[src/rtl/chess_pkg.sv]
// Shared chess datapath definitions: piece codes, colour tests, ray tables
// and the move generator state encoding.
package chess_pkg;

    localparam logic [3:0] PC_EMPTY     = 4'h0;
    localparam logic [3:0] PC_W_PAWN    = 4'h1;
    localparam logic [3:0] PC_W_BISHOP  = 4'h2;
    localparam logic [3:0] PC_W_KNIGHT  = 4'h3;
    localparam logic [3:0] PC_W_ROOK    = 4'h4;
    localparam logic [3:0] PC_W_QUEEN   = 4'h5;
    localparam logic [3:0] PC_W_KING    = 4'h6;
    localparam logic [3:0] PC_B_PAWN    = 4'h7;
    localparam logic [3:0] PC_B_BISHOP  = 4'h8;
    localparam logic [3:0] PC_B_KNIGHT  = 4'h9;
    localparam logic [3:0] PC_B_ROOK    = 4'hA;
    localparam logic [3:0] PC_B_QUEEN   = 4'hB;
    localparam logic [3:0] PC_B_KING    = 4'hC;
    localparam logic [3:0] PC_EMPTY_ALT = 4'hD;

    localparam logic [5:0] W_KING_HOME = 6'd60;
    localparam logic [5:0] B_KING_HOME = 6'd4;

    localparam logic signed [3:0] Z  = 4'sd0;
    localparam logic signed [3:0] P1 = 4'sd1;
    localparam logic signed [3:0] P2 = 4'sd2;
    localparam logic signed [3:0] M1 = -4'sd1;
    localparam logic signed [3:0] M2 = -4'sd2;

    typedef enum logic [2:0] {
        PT_NONE, PT_PAWN, PT_BISHOP, PT_KNIGHT, PT_ROOK, PT_QUEEN, PT_KING
    } piece_t;

    typedef enum logic [2:0] {
        ST_IDLE, ST_INIT, ST_STEP, ST_WAIT, ST_EVAL, ST_NEXTDIR, ST_FIN
    } state_t;

    typedef struct packed {
        logic signed [3:0] dr;
        logic signed [3:0] dc;
    } delta_t;

    function automatic logic is_empty(input logic [3:0] c);
        return (c == PC_EMPTY) || (c == PC_EMPTY_ALT);
    endfunction

    function automatic logic is_white(input logic [3:0] c);
        return (c >= PC_W_PAWN) && (c <= PC_W_KING);
    endfunction

    function automatic logic is_black(input logic [3:0] c);
        return (c >= PC_B_PAWN) && (c <= PC_B_KING);
    endfunction

    function automatic logic is_enemy(input logic [3:0] mover, input logic [3:0] c);
        return (is_white(mover) && is_black(c)) || (is_black(mover) && is_white(c));
    endfunction

    function automatic piece_t piece_type(input logic [3:0] c);
        case (c)
            PC_W_PAWN,   PC_B_PAWN:   return PT_PAWN;
            PC_W_BISHOP, PC_B_BISHOP: return PT_BISHOP;
            PC_W_KNIGHT, PC_B_KNIGHT: return PT_KNIGHT;
            PC_W_ROOK,   PC_B_ROOK:   return PT_ROOK;
            PC_W_QUEEN,  PC_B_QUEEN:  return PT_QUEEN;
            PC_W_KING,   PC_B_KING:   return PT_KING;
            default:                  return PT_NONE;
        endcase
    endfunction

    // Index 0 = N, proceeding clockwise to 7 = NW.
    function automatic delta_t dir_delta(input logic [2:0] d);
        case (d)
            3'd0:    return '{dr: M1, dc: Z };
            3'd1:    return '{dr: M1, dc: P1};
            3'd2:    return '{dr: Z,  dc: P1};
            3'd3:    return '{dr: P1, dc: P1};
            3'd4:    return '{dr: P1, dc: Z };
            3'd5:    return '{dr: P1, dc: M1};
            3'd6:    return '{dr: Z,  dc: M1};
            default: return '{dr: M1, dc: M1};
        endcase
    endfunction

    function automatic delta_t knight_delta(input logic [2:0] d);
        case (d)
            3'd0:    return '{dr: M2, dc: M1};
            3'd1:    return '{dr: M2, dc: P1};
            3'd2:    return '{dr: M1, dc: P2};
            3'd3:    return '{dr: P1, dc: P2};
            3'd4:    return '{dr: P2, dc: P1};
            3'd5:    return '{dr: P2, dc: M1};
            3'd6:    return '{dr: P1, dc: M2};
            default: return '{dr: M1, dc: M2};
        endcase
    endfunction

    // Pawns reuse the ray table: straight ahead plus the two forward diagonals.
    function automatic logic [7:0] dir_set(input piece_t pt, input logic white);
        case (pt)
            PT_NONE:   return 8'h00;
            PT_ROOK:   return 8'h55;
            PT_BISHOP: return 8'hAA;
            PT_PAWN:   return white ? 8'h83 : 8'h38;
            default:   return 8'hFF;
        endcase
    endfunction

    function automatic logic [2:0] lowest_dir(input logic [7:0] m);
        logic [2:0] d;
        logic       found;
        d     = '0;
        found = 1'b0;
        for (int unsigned i = 0; i < 8; i++) begin
            if (m[i] && !found) begin
                d     = 3'(i);
                found = 1'b1;
            end
        end
        return d;
    endfunction

endpackage

[src/rtl/movegen_step.sv]
// Origin square plus signed row/col delta; flags results that leave the board.
module movegen_step
    import chess_pkg::*;
(
    input  logic [5:0] origin,
    input  delta_t     delta,
    output logic [5:0] square,
    output logic       on_board
);

    logic signed [3:0] row;
    logic signed [3:0] col;

    // Reachable results span -4..11, so bit 3 alone marks anything outside 0..7.
    always_comb begin
        row      = $signed({1'b0, origin[5:3]}) + delta.dr;
        col      = $signed({1'b0, origin[2:0]}) + delta.dc;
        on_board = !row[3] && !col[3];
        square   = {row[2:0], col[2:0]};
    end

endmodule

[src/rtl/move_generator.sv]
// Legal-target generator: walks piece rays over the board lookup port and
// builds a 64-bit target mask. Castling probes are built with MOVEGEN_CASTLE_EN.
module move_generator
    import chess_pkg::*;
#(
    parameter int unsigned RD_LAT = 1
) (
    input  logic        clk,
    input  logic        rst_n,
    input  logic        start,
    input  logic [5:0]  sel_pos,
    input  logic [3:0]  sel_code,
    input  logic        white_castle,
    input  logic        black_castle,
    output logic [5:0]  scan_xy,
    input  logic [3:0]  sq_code,
    output logic [63:0] possible_moves,
    output logic        busy,
    output logic        done
);

    localparam int unsigned WW = (RD_LAT > 1) ? $clog2(RD_LAT) : 1;
    localparam logic [WW-1:0] WAIT_LAST = WW'(RD_LAT - 1);

    state_t            state, state_nxt;
    logic [5:0]        org_pos, cur_pos, step_sq, step_origin, castle_mark_sq;
    logic [3:0]        piece;
    piece_t            ptype;
    logic              mover_white;
    logic [2:0]        dir, next_dir;
    logic [7:0]        dir_rem;
    logic              first_step, at_start;
    logic [WW-1:0]     wait_cnt;
    logic              wait_done;
    logic              in_castle, castle_side, castle_go, castle_last, castle_ok;
    logic [2:0]        cstep;
    logic signed [3:0] castle_dc;
    logic              sq_empty, sq_enemy, mark_hit, cont;
    delta_t            step_delta;
    logic              on_board, issue;

    assign ptype       = piece_type(piece);
    assign mover_white = is_white(piece);
    assign next_dir    = lowest_dir(dir_rem);
    assign wait_done   = (wait_cnt == WAIT_LAST);

`ifdef MOVEGEN_CASTLE_EN
    always_comb begin
        castle_go = 1'b0;
        if (ptype == PT_KING) begin
            if (mover_white) castle_go = (org_pos == W_KING_HOME) && !white_castle;
            else             castle_go = (org_pos == B_KING_HOME) && !black_castle;
        end
    end
`else
    logic unused_castle;
    assign castle_go     = 1'b0;
    assign unused_castle = white_castle ^ black_castle;
`endif

    // First probe of a ray starts from the origin; continuations from the last probe.
    always_comb begin
        castle_dc   = castle_side ? -$signed({1'b0, cstep}) : $signed({1'b0, cstep});
        step_origin = (state == ST_EVAL) ? cur_pos : org_pos;
        step_delta  = dir_delta(dir);
        if (in_castle)               step_delta = '{dr: Z, dc: castle_dc};
        else if (ptype == PT_KNIGHT) step_delta = knight_delta(dir);
    end

    movegen_step u_step (
        .origin   (step_origin),
        .delta    (step_delta),
        .square   (step_sq),
        .on_board (on_board)
    );

    always_comb begin
        sq_empty = is_empty(sq_code);
        sq_enemy = is_enemy(piece, sq_code);
        at_start = (org_pos[5:3] == (mover_white ? 3'd6 : 3'd1));
        mark_hit = 1'b0;
        cont     = 1'b0;
        unique case (ptype)
            PT_PAWN: begin
                if (!dir[0]) begin
                    mark_hit = sq_empty;
                    cont     = sq_empty && first_step && at_start;
                end else begin
                    mark_hit = sq_enemy;
                end
            end
            PT_KING, PT_KNIGHT: mark_hit = sq_empty || sq_enemy;
            default: begin
                mark_hit = sq_empty || sq_enemy;
                cont     = sq_empty;
            end
        endcase
        castle_last    = castle_side ? (cstep == 3'd4) : (cstep == 3'd3);
        castle_ok      = castle_last ? (sq_code == (mover_white ? PC_W_ROOK : PC_B_ROOK)) : sq_empty;
        castle_mark_sq = castle_side ? (org_pos - 6'd2) : (org_pos + 6'd2);
    end

    always_ff @(posedge clk or negedge rst_n) begin
        if (!rst_n) state <= ST_IDLE;
        else        state <= state_nxt;
    end

    always_comb begin
        state_nxt = state;
        unique case (state)
            ST_IDLE:    if (start) state_nxt = ST_INIT;
            ST_INIT:    state_nxt = (ptype == PT_NONE) ? ST_FIN : ST_NEXTDIR;
            ST_NEXTDIR: begin
                if (in_castle)             state_nxt = castle_side ? ST_FIN : ST_STEP;
                else if (dir_rem != '0)    state_nxt = ST_STEP;
                else if (castle_go)        state_nxt = ST_STEP;
                else                       state_nxt = ST_FIN;
            end
            ST_STEP:    state_nxt = on_board ? ST_WAIT : ST_NEXTDIR;
            ST_WAIT:    if (wait_done) state_nxt = ST_EVAL;
            ST_EVAL: begin
                if (in_castle) state_nxt = (castle_ok && !castle_last) ? ST_STEP : ST_NEXTDIR;
                else           state_nxt = (cont && on_board) ? ST_WAIT : ST_NEXTDIR;
            end
            ST_FIN:     state_nxt = ST_IDLE;
            default:    state_nxt = ST_IDLE;
        endcase
    end

    always_comb begin
        busy  = (state != ST_IDLE);
        done  = (state == ST_FIN);
        issue = ((state == ST_STEP) || (state == ST_EVAL)) && (state_nxt == ST_WAIT);
    end

    always_ff @(posedge clk or negedge rst_n) begin
        if (!rst_n) begin
            org_pos        <= '0;
            piece          <= '0;
            cur_pos        <= '0;
            dir            <= '0;
            dir_rem        <= '0;
            first_step     <= 1'b0;
            wait_cnt       <= '0;
            in_castle      <= 1'b0;
            castle_side    <= 1'b0;
            cstep          <= '0;
            scan_xy        <= '0;
            possible_moves <= '0;
        end else begin
            if (issue) begin
                scan_xy  <= step_sq;
                cur_pos  <= step_sq;
                wait_cnt <= '0;
            end
            unique case (state)
                ST_IDLE: begin
                    if (start) begin
                        org_pos        <= sel_pos;
                        piece          <= sel_code;
                        possible_moves <= '0;
                        in_castle      <= 1'b0;
                        castle_side    <= 1'b0;
                        cstep          <= '0;
                    end
                end
                ST_INIT: dir_rem <= dir_set(ptype, mover_white);
                ST_NEXTDIR: begin
                    if (in_castle) begin
                        castle_side <= 1'b1;
                        cstep       <= 3'd1;
                    end else if (dir_rem != '0) begin
                        dir               <= next_dir;
                        dir_rem[next_dir] <= 1'b0;
                        first_step        <= 1'b1;
                    end else if (castle_go) begin
                        in_castle   <= 1'b1;
                        castle_side <= 1'b0;
                        cstep       <= 3'd1;
                    end
                end
                ST_WAIT: wait_cnt <= wait_cnt + 1'b1;
                ST_EVAL: begin
                    if (in_castle) begin
                        if (castle_ok && castle_last)  possible_moves[castle_mark_sq] <= 1'b1;
                        if (castle_ok && !castle_last) cstep <= cstep + 3'd1;
                    end else begin
                        if (mark_hit) possible_moves[cur_pos] <= 1'b1;
                        if (issue)    first_step <= 1'b0;
                    end
                end
                default: ;
            endcase
        end
    end

endmodule

[config.mk]
export PLATFORM = sky130hd
export DESIGN_NAME = move_generator
export DESIGN_NICKNAME = d
export VERILOG_FILES = /design/src/rtl/chess_pkg.sv /design/src/rtl/movegen_step.sv /design/src/rtl/move_generator.sv
export SDC_FILE = /design/constraint.sdc
export NUM_CORES = 1
export LEC_CHECK = 0
export CAP_MARGIN = 5
export CORE_MARGIN = 2
export CORE_UTILIZATION = 35
export DETAILED_ROUTE_END_ITERATION = 8
export HOLD_SLACK_MARGIN = 0.15
export SYNTH_ARGS = -nofsm -noshare
export SYNTH_HDL_FRONTEND = slang
export SYNTH_SLANG_ARGS = --single-unit
[constraint.sdc]
create_clock -name clk -period 4.8 [get_ports clk]
set_clock_uncertainty 0.1 [all_clocks]
set_input_delay 0.96 -clock clk [delete_from_list [all_inputs] [get_ports clk]]
set_output_delay 0.96 -clock clk [all_outputs]
set_load 0.1 [all_outputs]
==> results.cfg <==
[global_route]
grt_antenna_before_repair = 0
grtUsageTotal_pct = 16.9
grt_pass1_wl_mm = 19.0
grt_overflow_total = 0
grt_start_max_net_pins = 72
grt_pass1_vias = 3677

[pwr]
power_report.internal_total_w = 0.00214
power.density_cell_area_mw_per_mm2 = 713
switching_power_total_w = 0.00210
power.total_w = 0.00424
combinationalPowerShare_pct = 53.1
vdd.ir_drop.worst_v = 0.000296
switching_share_pct = 49.6
sequentialPowerShare_pct = 30.2
leakagePower_nw = 2.45
clock_power_share_pct = 16.7

[finish]
layout.nets = 580
fill_cells = 1190
antenna_cells_inserted = 0
area_delta_synth_final_pct = 28.6
mostFrequentLayoutCells = dfrtp_1, clkdlybuf4s50_1, nand2_1, o21ai_0, nor2_1
final_layout_size_suffix_gt1_share_pct = 9.52
layout.cells.most_common = dfrtp_1

[synth]
dominantRegCellSynth = dfrtp_1
syn-cell-area_mm2 = 0.00463
avgSynthCellArea_um2 = 9.74
postSynthRegisterBits = 96
yosys_warnings = 0
seq_area_frac_synth_pct = 51.9
syn_inst = 475
synth_enable_flop_cells = 0
postSynthNetCount = 502
async_reset_ff_share_pct = 100
synth.lib_cells_used.distinct = 62

[drt]
drtIter0Drc = 372
routed-via-count = 3820
drt_first_pass_iters = 6
routed_via_density = 5.21
detail_route.wirelength_mm = 11.6
wire_per_inst_um = 15.9
total_drc_errors_in_the_routed_layout = 0
number_of_nets_with_antenna_violations_after_routing = 0

[clock_network]
post_cts.resized_instances = 0
hold_buffers = 0
tritoncts = done
cts.root.buffer_cell = clkbuf_16
sinks_on_clock_net = 96
clk_pin_slew_worst_paths_ps = 60
clk_path_buf_depth = 2
clk_latency_worst_skew_pair_ps = 340
postcts_setup_bufs = 0
htreeDepth = 3
cts_inserted_buffers = 9

[min_path]
min-delay-path-class = register to register

[worst_setup_path]
timing.critical_path.arrival_ps = 4440
setup.reg_to_reg.worst_slack_ps = 480
worstSetupPathType = register to register
setup.worst_path.start_class = register
endpoint_kind = register
crit_required_ps = 4930
critPathMaxFanout = 17

[floorplanning]
chipHeight_um = 119
floorplan.initialDensity_pct = 35.4
num_rows = 42
die_area_mm2 = 0.0142
die_width_um = 119
ioPinCount = 91
placeable_core_region_mm2 = 0.0131

[timing]
achievable-frequency_mhz = 232
rsz0062_at_grt = no
tightestPinTransition_ps = 1030
fin_crit_sh_pct = 89.9
final.min_clock_period_ps = 4320
setup_viol_count_final = 0
timing.max_slew.rel_slack_pct = 31.3
maxSlewViolCount = 0
finalHoldViolCount = 0
timing.final.ws_setup_ps = 484
setup_total_negative_slack_ps = 0

[place]
post-place-ws_ps = 513
place.detailed.hpwl_mm = 8.34
place.port_buffers = 88
gp_congestion = 0.764

[run]
max-cap-violations = 0

[outcome]
outcome = finished, final reports clean
==> synth_stat cells (all sizes together) (3+ instances only) <==
cell type	count	area, um2
a21oi	11	58.8
and2	7	43.8
buf	6	26.3
clkbuf	18	67.6
dfrtp	96	2400
ha	6	75.1
inv	17	63.8
mux2	22	263
mux2i	3	30.0
nand2	87	327
nand3	9	45.0
nand4	6	37.5
nand4b	5	43.8
nor2	22	82.6
nor2b	6	37.5
nor3	5	25.0
nor4	3	18.8
o211ai	3	27.5
o21a	3	22.5
o21ai	87	435
o311ai	3	26.3
or3	4	26.3
xnor2	3	26.3
xor2	3	26.3
==> through the flow <==
step | instances | hold WS (ps) | util [%] | instance area, um2
6_report | 733 | 377 | 45.5 | 5950
3_3_place_gp | 718 | 363 | 43.2 | 5660
5_1_grt | 733 | 401 | 45.5 | 5950
4_1_cts | 733 | 384 | 45.5 | 5950
2_1_floorplan | 475 | 374 | - | 4630
3_5_place_dp | 718 | 369 | 43.2 | 5660
==> area by class of cell <==
class	count	area (um2)	area share, %
clock buffer	9	225	3.79
clock inverter	6	68.8	1.16
inverter	17	63.8	1.07
multi-input combinational	338	2070	34.8
sequential	96	2400	40.4
tap	176	220	3.70
timing repair buffer	91	901	15.1
==> worst max-delay path: stages (launching register included) <==
cell and delay, ps:
dfrtp_1 630, xor2_1 180, and2_1 240, a21oi_1 150, o21ai_0 110, or2_2 330, ha_1 280, a211oi_1 560
o221ai_1 230, a41o_1 330, a2111oi_4 700, mux2_4 360
==> flip-flops by register name, summed over array words and instances, names as in the netlist <==
| name | flops |
|---|---|
| dir | 3 |
| dir_rem | 8 |
| first_step | 1 |
| state | 3 |
| wait_cnt | 1 |
| piece | 4 |
| org_pos | 6 |
| cur_pos | 6 |
| possible_moves | 64 |
==> metal layers <==
metal | up-vias | global-route usage [%] | part of all wire (%)
met5 | - | 0 | 0
met4 | 0 | 6.10 | 1.9
met3 | 22 | 3.30 | 3.3
met2 | 90 | 28.9 | 51
met1 | 1872 | 21.4 | 44
li1 | 1836 | - | -
==> logic make-up (layout without fill, tap and decap cells) <==
logic type               count (synthesis)  in the layout  synth area share, %
AND/OR/NAND/NOR                        165            165                 16.8
AO/OA/AOI/OAI                          133            133                 17.7
flip-flops                              96             96                 51.9
buffers and inverters                   41            123                 3.41
multiplexers                            25             25                 6.33
adder cells (fa/ha/maj)                  9              9                 2.70
XOR/XNOR                                 6              6                 1.14
==> power groups by stage <==
stage / combinational, W / sequential, W / clock [W]
3_5_place_dp: 0.00225 / 0.00129 / 0
4_1_cts: 0.00226 / 0.00128 / 0.000726
5_1_grt: 0.00245 / 0.00132 / 0.000755
6_report: 0.00225 / 0.00128 / 0.000708
2_1_floorplan: 0.00126 / 0.00173 / 0
3_3_place_gp: 0.00220 / 0.00128 / 0
==> worst paths after layout <==
check                                    from                 end  depth (start not counted)
max                                  piece[1]          cur_pos[0]                         11
min                        possible_moves[42]  possible_moves[42]                          2
max reg2reg                          piece[1]          cur_pos[0]                         11
min reg2reg                possible_moves[42]  possible_moves[42]                          2
max in group asynchronous               rst_n          dir_rem[0]                          2
min in group asynchronous               rst_n  possible_moves[31]                          1
Power figures use the tool's default switching activity.
